===== src/rtl/infoframe_packet_buffer.sv =====
// InfoFrame payload buffer: shadow bytes are checksummed on commit and published atomically on frame_sync.
// Optional shadow readback port (rd_addr/rd_data) is built only when INFOFRAME_READBACK_EN is defined.
module infoframe_packet_buffer #(
    parameter logic [6:0]      TYPE            = 7'd3,
    parameter logic [7:0]      VERSION         = 8'd1,
    parameter logic [4:0]      LENGTH          = 5'd25,
    parameter logic [8*27-1:0] DEFAULT_PAYLOAD = 216'd0
) (
    input  logic             clk_pixel,
    input  logic             reset,
    input  logic             wr_en,
    input  logic [4:0]       wr_addr,
    input  logic [7:0]       wr_data,
    input  logic             commit,
    input  logic             frame_sync,
`ifdef INFOFRAME_READBACK_EN
    input  logic [4:0]       rd_addr,
    output logic [7:0]       rd_data,
`endif
    output logic             busy,
    output logic [23:0]      header,
    output logic [3:0][55:0] sub
);

    localparam logic [1:0] ST_IDLE     = 2'd0;
    localparam logic [1:0] ST_CHECKSUM = 2'd1;
    localparam logic [1:0] ST_PENDING  = 2'd2;

    localparam logic [23:0] HEADER  = {3'b000, LENGTH, VERSION, 1'b1, TYPE};
    localparam logic [7:0]  HDR_SUM = HEADER[7:0] + HEADER[15:8] + HEADER[23:16];

    // Bytes beyond LENGTH are reserved and must always read as zero.
    function automatic logic [215:0] mask_payload(input logic [215:0] p);
        logic [215:0] m;
        m = p;
        for (int i = 0; i < 27; i++) begin
            m[8*i +: 8] = (i >= int'(LENGTH)) ? 8'h00 : p[8*i +: 8];
        end
        return m;
    endfunction

    function automatic logic [7:0] calc_checksum(input logic [7:0] hdr_sum, input logic [215:0] p);
        logic [7:0] s;
        s = hdr_sum;
        for (int i = 0; i < 27; i++) begin
            s = s + p[8*i +: 8];
        end
        return 8'h00 - s;
    endfunction

    localparam logic [215:0] PAYLOAD_RST  = mask_payload(DEFAULT_PAYLOAD);
    localparam logic [7:0]   CHECKSUM_RST = calc_checksum(HDR_SUM, PAYLOAD_RST);

    logic [1:0] state_q, state_d;
    logic [4:0] idx_q, idx_d;
    logic [7:0] acc_q, acc_d;
    logic       busy_q;
    logic [7:0] shadow_q [1:27];
    logic [7:0] active_q [0:27];
    logic       wr_accept_s;
    logic       swap_s;
    logic [7:0] shadow_rd_s;

    assign wr_accept_s = wr_en && (state_q == ST_IDLE) &&
                         (wr_addr >= 5'd1) && (wr_addr <= LENGTH);

    // Next-state logic: accumulate one shadow byte per cycle, then wait for frame_sync.
    always_comb begin
        state_d     = state_q;
        idx_d       = idx_q;
        acc_d       = acc_q;
        swap_s      = 1'b0;
        shadow_rd_s = shadow_q[idx_q];
        case (state_q)
            ST_IDLE: begin
                if (commit) begin
                    state_d = ST_CHECKSUM;
                    idx_d   = 5'd1;
                    acc_d   = HDR_SUM;
                end else begin
                    state_d = ST_IDLE;
                end
            end
            ST_CHECKSUM: begin
                idx_d = idx_q + 5'd1;
                if (idx_q == LENGTH) begin
                    state_d = ST_PENDING;
                    acc_d   = 8'h00 - (acc_q + shadow_rd_s);
                end else begin
                    acc_d   = acc_q + shadow_rd_s;
                end
            end
            ST_PENDING: begin
                if (frame_sync) begin
                    state_d = ST_IDLE;
                    swap_s  = 1'b1;
                end else begin
                    state_d = ST_PENDING;
                end
            end
            default: begin
                state_d = ST_IDLE;
            end
        endcase
    end

    // Control registers; busy is registered from the next state so it tracks state_q exactly.
    always_ff @(posedge clk_pixel or posedge reset) begin
        if (reset) begin
            state_q <= ST_IDLE;
            idx_q   <= 5'd0;
            acc_q   <= 8'h00;
            busy_q  <= 1'b0;
        end else begin
            state_q <= state_d;
            idx_q   <= idx_d;
            acc_q   <= acc_d;
            busy_q  <= (state_d != ST_IDLE);
        end
    end

    // Shadow payload, written only through the accepted write port.
    always_ff @(posedge clk_pixel or posedge reset) begin
        if (reset) begin
            for (int i = 1; i <= 27; i++) begin
                shadow_q[i] <= PAYLOAD_RST[8*(i-1) +: 8];
            end
        end else if (wr_accept_s) begin
            shadow_q[wr_addr] <= wr_data;
        end
    end

    // Active payload plus checksum, replaced in a single edge at the swap.
    always_ff @(posedge clk_pixel or posedge reset) begin
        if (reset) begin
            active_q[0] <= CHECKSUM_RST;
            for (int i = 1; i <= 27; i++) begin
                active_q[i] <= PAYLOAD_RST[8*(i-1) +: 8];
            end
        end else if (swap_s) begin
            active_q[0] <= acc_q;
            for (int i = 1; i <= 27; i++) begin
                active_q[i] <= shadow_q[i];
            end
        end
    end

    // Pack active bytes into the four 7-byte subpackets (pure wiring of registers).
    always_comb begin
        sub = {4{56'd0}};
        for (int i = 0; i < 4; i++) begin
            for (int j = 0; j < 7; j++) begin
                sub[i][8*j +: 8] = active_q[7*i + j];
            end
        end
    end

    assign header = HEADER;
    assign busy   = busy_q;

`ifdef INFOFRAME_READBACK_EN
    logic [7:0] rd_data_q;

    // Registered shadow readback; index 0 and reserved indices return zero.
    always_ff @(posedge clk_pixel or posedge reset) begin
        if (reset) begin
            rd_data_q <= 8'h00;
        end else if ((rd_addr >= 5'd1) && (rd_addr <= LENGTH)) begin
            rd_data_q <= shadow_q[rd_addr];
        end else begin
            rd_data_q <= 8'h00;
        end
    end

    assign rd_data = rd_data_q;
`endif

endmodule


===== config.mk =====
export PLATFORM = sky130hd
export DESIGN_NAME = infoframe_packet_buffer
export DESIGN_NICKNAME = d
export VERILOG_FILES = /design/src/rtl/infoframe_packet_buffer.sv
export SDC_FILE = /design/constraint.sdc
export NUM_CORES = 1
export LEC_CHECK = 0
export CAP_MARGIN = 15
export CORE_MARGIN = 2
export CORE_UTILIZATION = 48
export CTS_CLUSTER_SIZE = 8
export DETAILED_ROUTE_END_ITERATION = 16
export HOLD_SLACK_MARGIN = 0.02
export PLACE_DENSITY = 0.78
export SETUP_SLACK_MARGIN = 0.1
export SLEW_MARGIN = 25
export SYNTH_ARGS = -nofsm -noshare
export SYNTH_HDL_FRONTEND = slang
export SYNTH_SLANG_ARGS = --single-unit

===== constraint.sdc =====
create_clock -name clk_pixel -period 24.4 [get_ports clk_pixel]
set_clock_uncertainty 0.05 [all_clocks]
set_input_delay 3.66 -clock clk_pixel [delete_from_list [all_inputs] [get_ports clk_pixel]]
set_output_delay 3.66 -clock clk_pixel [all_outputs]
set_load 0.02 [all_outputs]

[After elaboration in Yosys (flattened, before gate mapping)]
Index checks and enable logic that the tools add are counted.
Operators by class
  $add $sub $neg: 3
  magnitude comparators: 5
  eq/ne operators: 4
  muxes and demuxes: 17
  bitwise gates (word level): 2
  reductions and logical operators: 8
Operators with widths (count)
  $bwmux 216: 1
  $bmux 8 s5: 1
  $demux 8 s5: 1
  $mux 8: 5
  $pmux 8 s2: 1
  $ge 6x6->1 const B: 2
  $not 5->6: 2
  $pmux 5 s2: 1
  $add 8x8->8: 1
  $sub 1x8->8 const A: 1
  $lt 6x1->1 const B: 1
  $pmux 2 s3: 1
  $add 5x1->5 const B: 1
  $eq 5x5->1 const B: 1
  $ge 5x1->1 const B: 1
  $le 5x5->1 const B: 1
  $mux 5: 1
  $logic_and 1x1->1: 4
  $mux 2: 2
  $reduce_bool 2->1: 2
  $mux 1: 3
  $eq 2x1->1 const B: 1
  $eq 2x2->1 const B: 1
  $logic_not 2->1: 1
  2 further kinds: 2
Word-level totals
  register bits: 456
  logic and storage cells: 98

[Depth between registers and ports, before layout]
  depth in word-level cells: 8
  gate-level depth with buffers: 17
  mapped depth without buffers: 14

[Worst setup path after synthesis]
No wires, ideal clock.
  kind: input-to-reg
  start point: input port frame_sync
  end point: register active_q (netlist bit sub[100])
  setup time: 125 ps
  arrival: 4961 ps
  setup slack: 19264 ps
  stages: 5
  path buffers: 3
  path through: nand3b_1 clkbuf_1 clkbuf_1 clkbuf_1 mux2_2
Between the ends
  longest elaborated chain between the ends: 2
RTL lines
  from (decl): line 15  | input logic frame_sync,
  $mux 1: line 94  | if (frame_sync) begin
  $mux 1: line 74  | case (state_q)
  to (signal, indexed assignment): line 138  | active_q[i] <= PAYLOAD_RST[8*(i-1) +: 8];
  to (signal, indexed assignment): line 143  | active_q[i] <= shadow_q[i];
  to (decl): line 59  | logic [7:0] active_q [0:27];
No other way between the ends.
A chain may end at the register's enable or synchronous reset.

[Worst setup path in the final report]
  start point: input port wr_addr[0]
  end point: register shadow_q[191] in the netlist's numbering
Between the ends
  longest elaborated chain between the ends: 6
  elaborated cells on any way between the ends: 11
  those cells by class: 4 x order compare; 3 x mux; 1 x bitwise; 3 x reduce/logical
RTL lines
  from (decl): line 12  | input logic [4:0] wr_addr,
  $not 5->6 (not written as such): line 129  | shadow_q[wr_addr] <= wr_data;
  $ge 6x6->1 (not written as such) / $lt 6x1->1 (equally long branches): line 129
  $logic_and 1x1->1 (not written as such): line 129
  $mux 8 (not written as such): line 129
  $demux 8 s5: line 129
  $bwmux 216: line 129
  to (signal, indexed assignment): line 126  | shadow_q[i] <= PAYLOAD_RST[8*(i-1) +: 8];
  to (signal, indexed assignment): line 129
  to (decl): line 58  | logic [7:0] shadow_q [1:27];
Several ways; a longest one is shown, not always the timed one.

==> key figures <==
Critical path
  • Crit path cell chain: clkdlybuf4s50_1 > nor4b_1 > nand2_1 > nor2_1 > nand2_1 > mux2_2
  • Reg2reg setup slack: around 19000 ps
  • Critical path endpoint category: flop
  • WS Path Type: input pin to flop
  • Reg2reg start: idx_q[0]
  • Buf/Inv on CP: 1
  • Max stage delay on crit path: between 600 and 700 ps
  • Critical path arrival: about 6300 ps
  • CP Launch Type: input pin
  • CP startpoint: wr_addr[0]
  • Top delay family on crit path: simple AND/OR/NAND/NOR gates
  • Critical Path Slowest Stage Cell: nor4b_1
  • Critical Path RT: 24790 ps
  • CP dominant cell by count: nand2_1
  • Crit path max fanout: 8

Floorplan
  • Initial Utilization: about half
  • Chip height: about 200 um
  • Die area: 41940 um^2
  • Chip Width: around 200 um
  • Rows: 73
  • Core area: a little under 40000 um^2
  • I/O Pins: 267

STA
  • Worst Tran Pin Value: around 1000 ps
  • Final hold vios: 0
  • Slew margin rel.: approximately a third
  • Final setup margin: between 15000 and 20000 ps
  • Final period utilization: around a quarter
  • Setup TNS: 0 ps
  • Final Setup Violations: 0
  • RSZ-0062 raised after global routing: no
  • Slew Viols, Final: 0
  • Max Fclk: between 0.15 and 0.2 GHz
  • Tmin final: 5874 ps

Logic synthesis
  • Synthesized flop and latch total: between 400 and 500
  • Post-synth top area share: between 50% and 60%
  • Post-synth ARST share: between 90% and 100%
  • Syn Inst Count: roughly 1200
  • Most frequent cell after synthesis: dfrtp_1
  • Main synth FF type: dfrtp_1
  • Synth warn: 0
  • Commonest cells in the netlist: dfrtp_1, mux2_2, clkbuf_1
  • Area leader, netlist: dfrtp_1
  • Synth Cell Area: between 15000 and 20000 um^2
  • Seq/Total Area, Yosys: 58.99%
  • Number of distinct library cells after synthesis: 54
  • Area contributors post-synth: dfrtp_1, mux2_2, mux4_2
  • Post-synth EDFFs: 0
  • Avg Cell Area, Syn: between 15 and 20 um^2

Global route
  • Largest net degree at the start of global routing: approximately 140
  • First-pass GRT wire length: roughly 74 mm
  • GRT overflow: 0
  • Initial antenna violation count: 2
  • Total Routing Usage GR: 23.52%
  • Number of global-route vias before repair: 12060

Clock network
  • CTS Root Cell: clkbuf_16
  • # hold bufs at CTS: 0
  • CTS resizes: 0
  • Worst skew pair latency: 570 ps
  • Post-CTS Repair Setup Buffers: 0
  • Clk slew on worst S/H paths: roughly 50 ps
  • CTS tree: done
  • CTS Sinks: 456
  • CTS buffer count: 66
  • Clock buffer depth: 3
  • H-tree depth: 3

Pwr
  • Pint: around 1500 uW
  • Sw Share: 27.31%
  • Combinational power share: 16.6%
  • Clock share of power: 40.6%
  • PwrDens: between 80 and 90 nW/um^2
  • Seq pwr share: between 40% and 50%
  • Overall power: roughly 2000 uW
  • Net Switching: about 550 uW
  • P_leak: about 0.012 uW
  • Peak supply drop: roughly 0.057 mV

Placed design
  • Pre-CTS WS: around 17000 ps
  • Placed cells: 1935
  • Routability cong.: 0.8344
  • Port bufs: 242
  • HPWL Detailed: between 30 and 40 mm

Detailed routing
  • WL/cell: between 20 and 25 um
  • Routed vias/inst: roughly 5.7
  • DRT antenna net count: 0
  • Drt total wl: 48.35 mm
  • DR DRC count: 0
  • Routed via count: 11440
  • Initial drt markers: between 600 and 700
  • First-pass iteration count of the detailed router: 7

Cells and area
  • Final core utilization: 60.20%
  • Final #Nets: about 1500
  • Share of cells above drive strength 1: 39.08%
  • P&R area growth vs syn: 23.61%
  • Non-Filler Instances: between 2000 and 2500
  • Filler instances: between 3000 and 4000

Hold path
  • Hold WC Path Type: flop to flop
  • HP Start: shadow_q[15]

Flow run
  • Max-Cap Viols: 0

Run status
  • Run status: completed
==> per-layer routing <==
layer | share of wire [%] | wire (um) | vias up | global-route usage (%)
met2 | 47 | 22890 | 381 | 36.98
met4 | 2.6 | 1278 | 0 | 8.152
li1 | - | - | 4908 | -
met5 | 0 | 0 | - | 0
met3 | 6.5 | 3121 | 72 | 5.027
met1 | 44 | 21060 | 6083 | 32.56
==> power by group through the flow <==
stage	Clock, uW	Combinational (uW)	Sequential, uW
floorplan	0	286	841
global placement	0	326	875
detailed placement	0	335	878
CTS	836	338	866
global route	871	367	873
finish	821	337	866
==> worst reg2reg max path: cells and delay by family, from the launching register on <==
kind / cells / cell delay (ps)
DFF: 1 / 750
adders and majority gates: 2 / 620
and+or+nand+nor: 3 / 890
AOI/OAI and AO/OA: 5 / 1250
buffers and inverters: 1 / 680
xor gates and xnor gates: 2 / 270
muxes: 1 / 500
==> layout by cell type (no fill, tap or decap), drive strengths merged, types with 9 or more instances in the layout <==
| master | n |
|---|---|
| clkbuf | 81 |
| conb | 24 |
| mux4 | 56 |
| buf | 19 |
| ha | 10 |
| dfrtp | 452 |
| nand2 | 39 |
| inv | 15 |
| o21ai | 10 |
| nor2 | 12 |
| mux2 | 432 |
| clkdlybuf4s50 | 240 |
| mux2i | 9 |
==> kinds of logic after synthesis <==
kind of cell	count (synthesis)	synth area share [%]
adders and majority gates	11	0.7500
xor gates and xnor gates	11	0.4979
DFF	456	58.99
buffers and inverters	126	3.246
other	2	0.03881
AOI/OAI and AO/OA	59	2.302
muxes	497	32.24
and+or+nand+nor	78	1.933
==> final cells by class <==
| cell class | count | area, um^2 | area share (%) |
|---|---|---|---|
| Antenna cell | 1 | 2.502 | 0.01046 |
| Multi-Input combinational cell | 680 | 7390 | 30.89 |
| Tap cell | 525 | 656.9 | 2.746 |
| Clock inverter | 1 | 8.758 | 0.03661 |
| Clock buffer | 81 | 1814 | 7.584 |
| Timing Repair Buffer | 259 | 2559 | 10.70 |
| Inverter | 15 | 68.82 | 0.2877 |
| Sequential cell | 456 | 11420 | 47.75 |
==> through the flow <==
stage | area (um^2) | hold WS (ps)
3_3_place_gp | 22080 | 332.4
5_1_grt | 23920 | 358.6
6_report | 23920 | 339.3
4_1_cts | 23900 | 343.7
3_5_place_dp | 22080 | 332.7
2_1_floorplan | 19430 | 388.6
==> flip-flops by register name (all words and copies together), names as in the netlist <==
| register | flops |
|---|---|
| sub | 224 |
| shadow_q | 216 |
| acc_q | 8 |
| idx_q | 5 |
| state_q | 2 |
| busy | 1 |
==> path summary, 6_finish.rpt <==
check / to / cells after the start
worst max-delay path: shadow_q[191] / 6
worst max register to register: acc_q[7] / 14
max in group asynchronous: shadow_q[111] / 4
worst min register to register: shadow_q[15] / 0
worst min-delay path: shadow_q[15] / 0
min in group asynchronous: sub[212] / 2
Note: power is estimated with default switching activity, not from simulation.
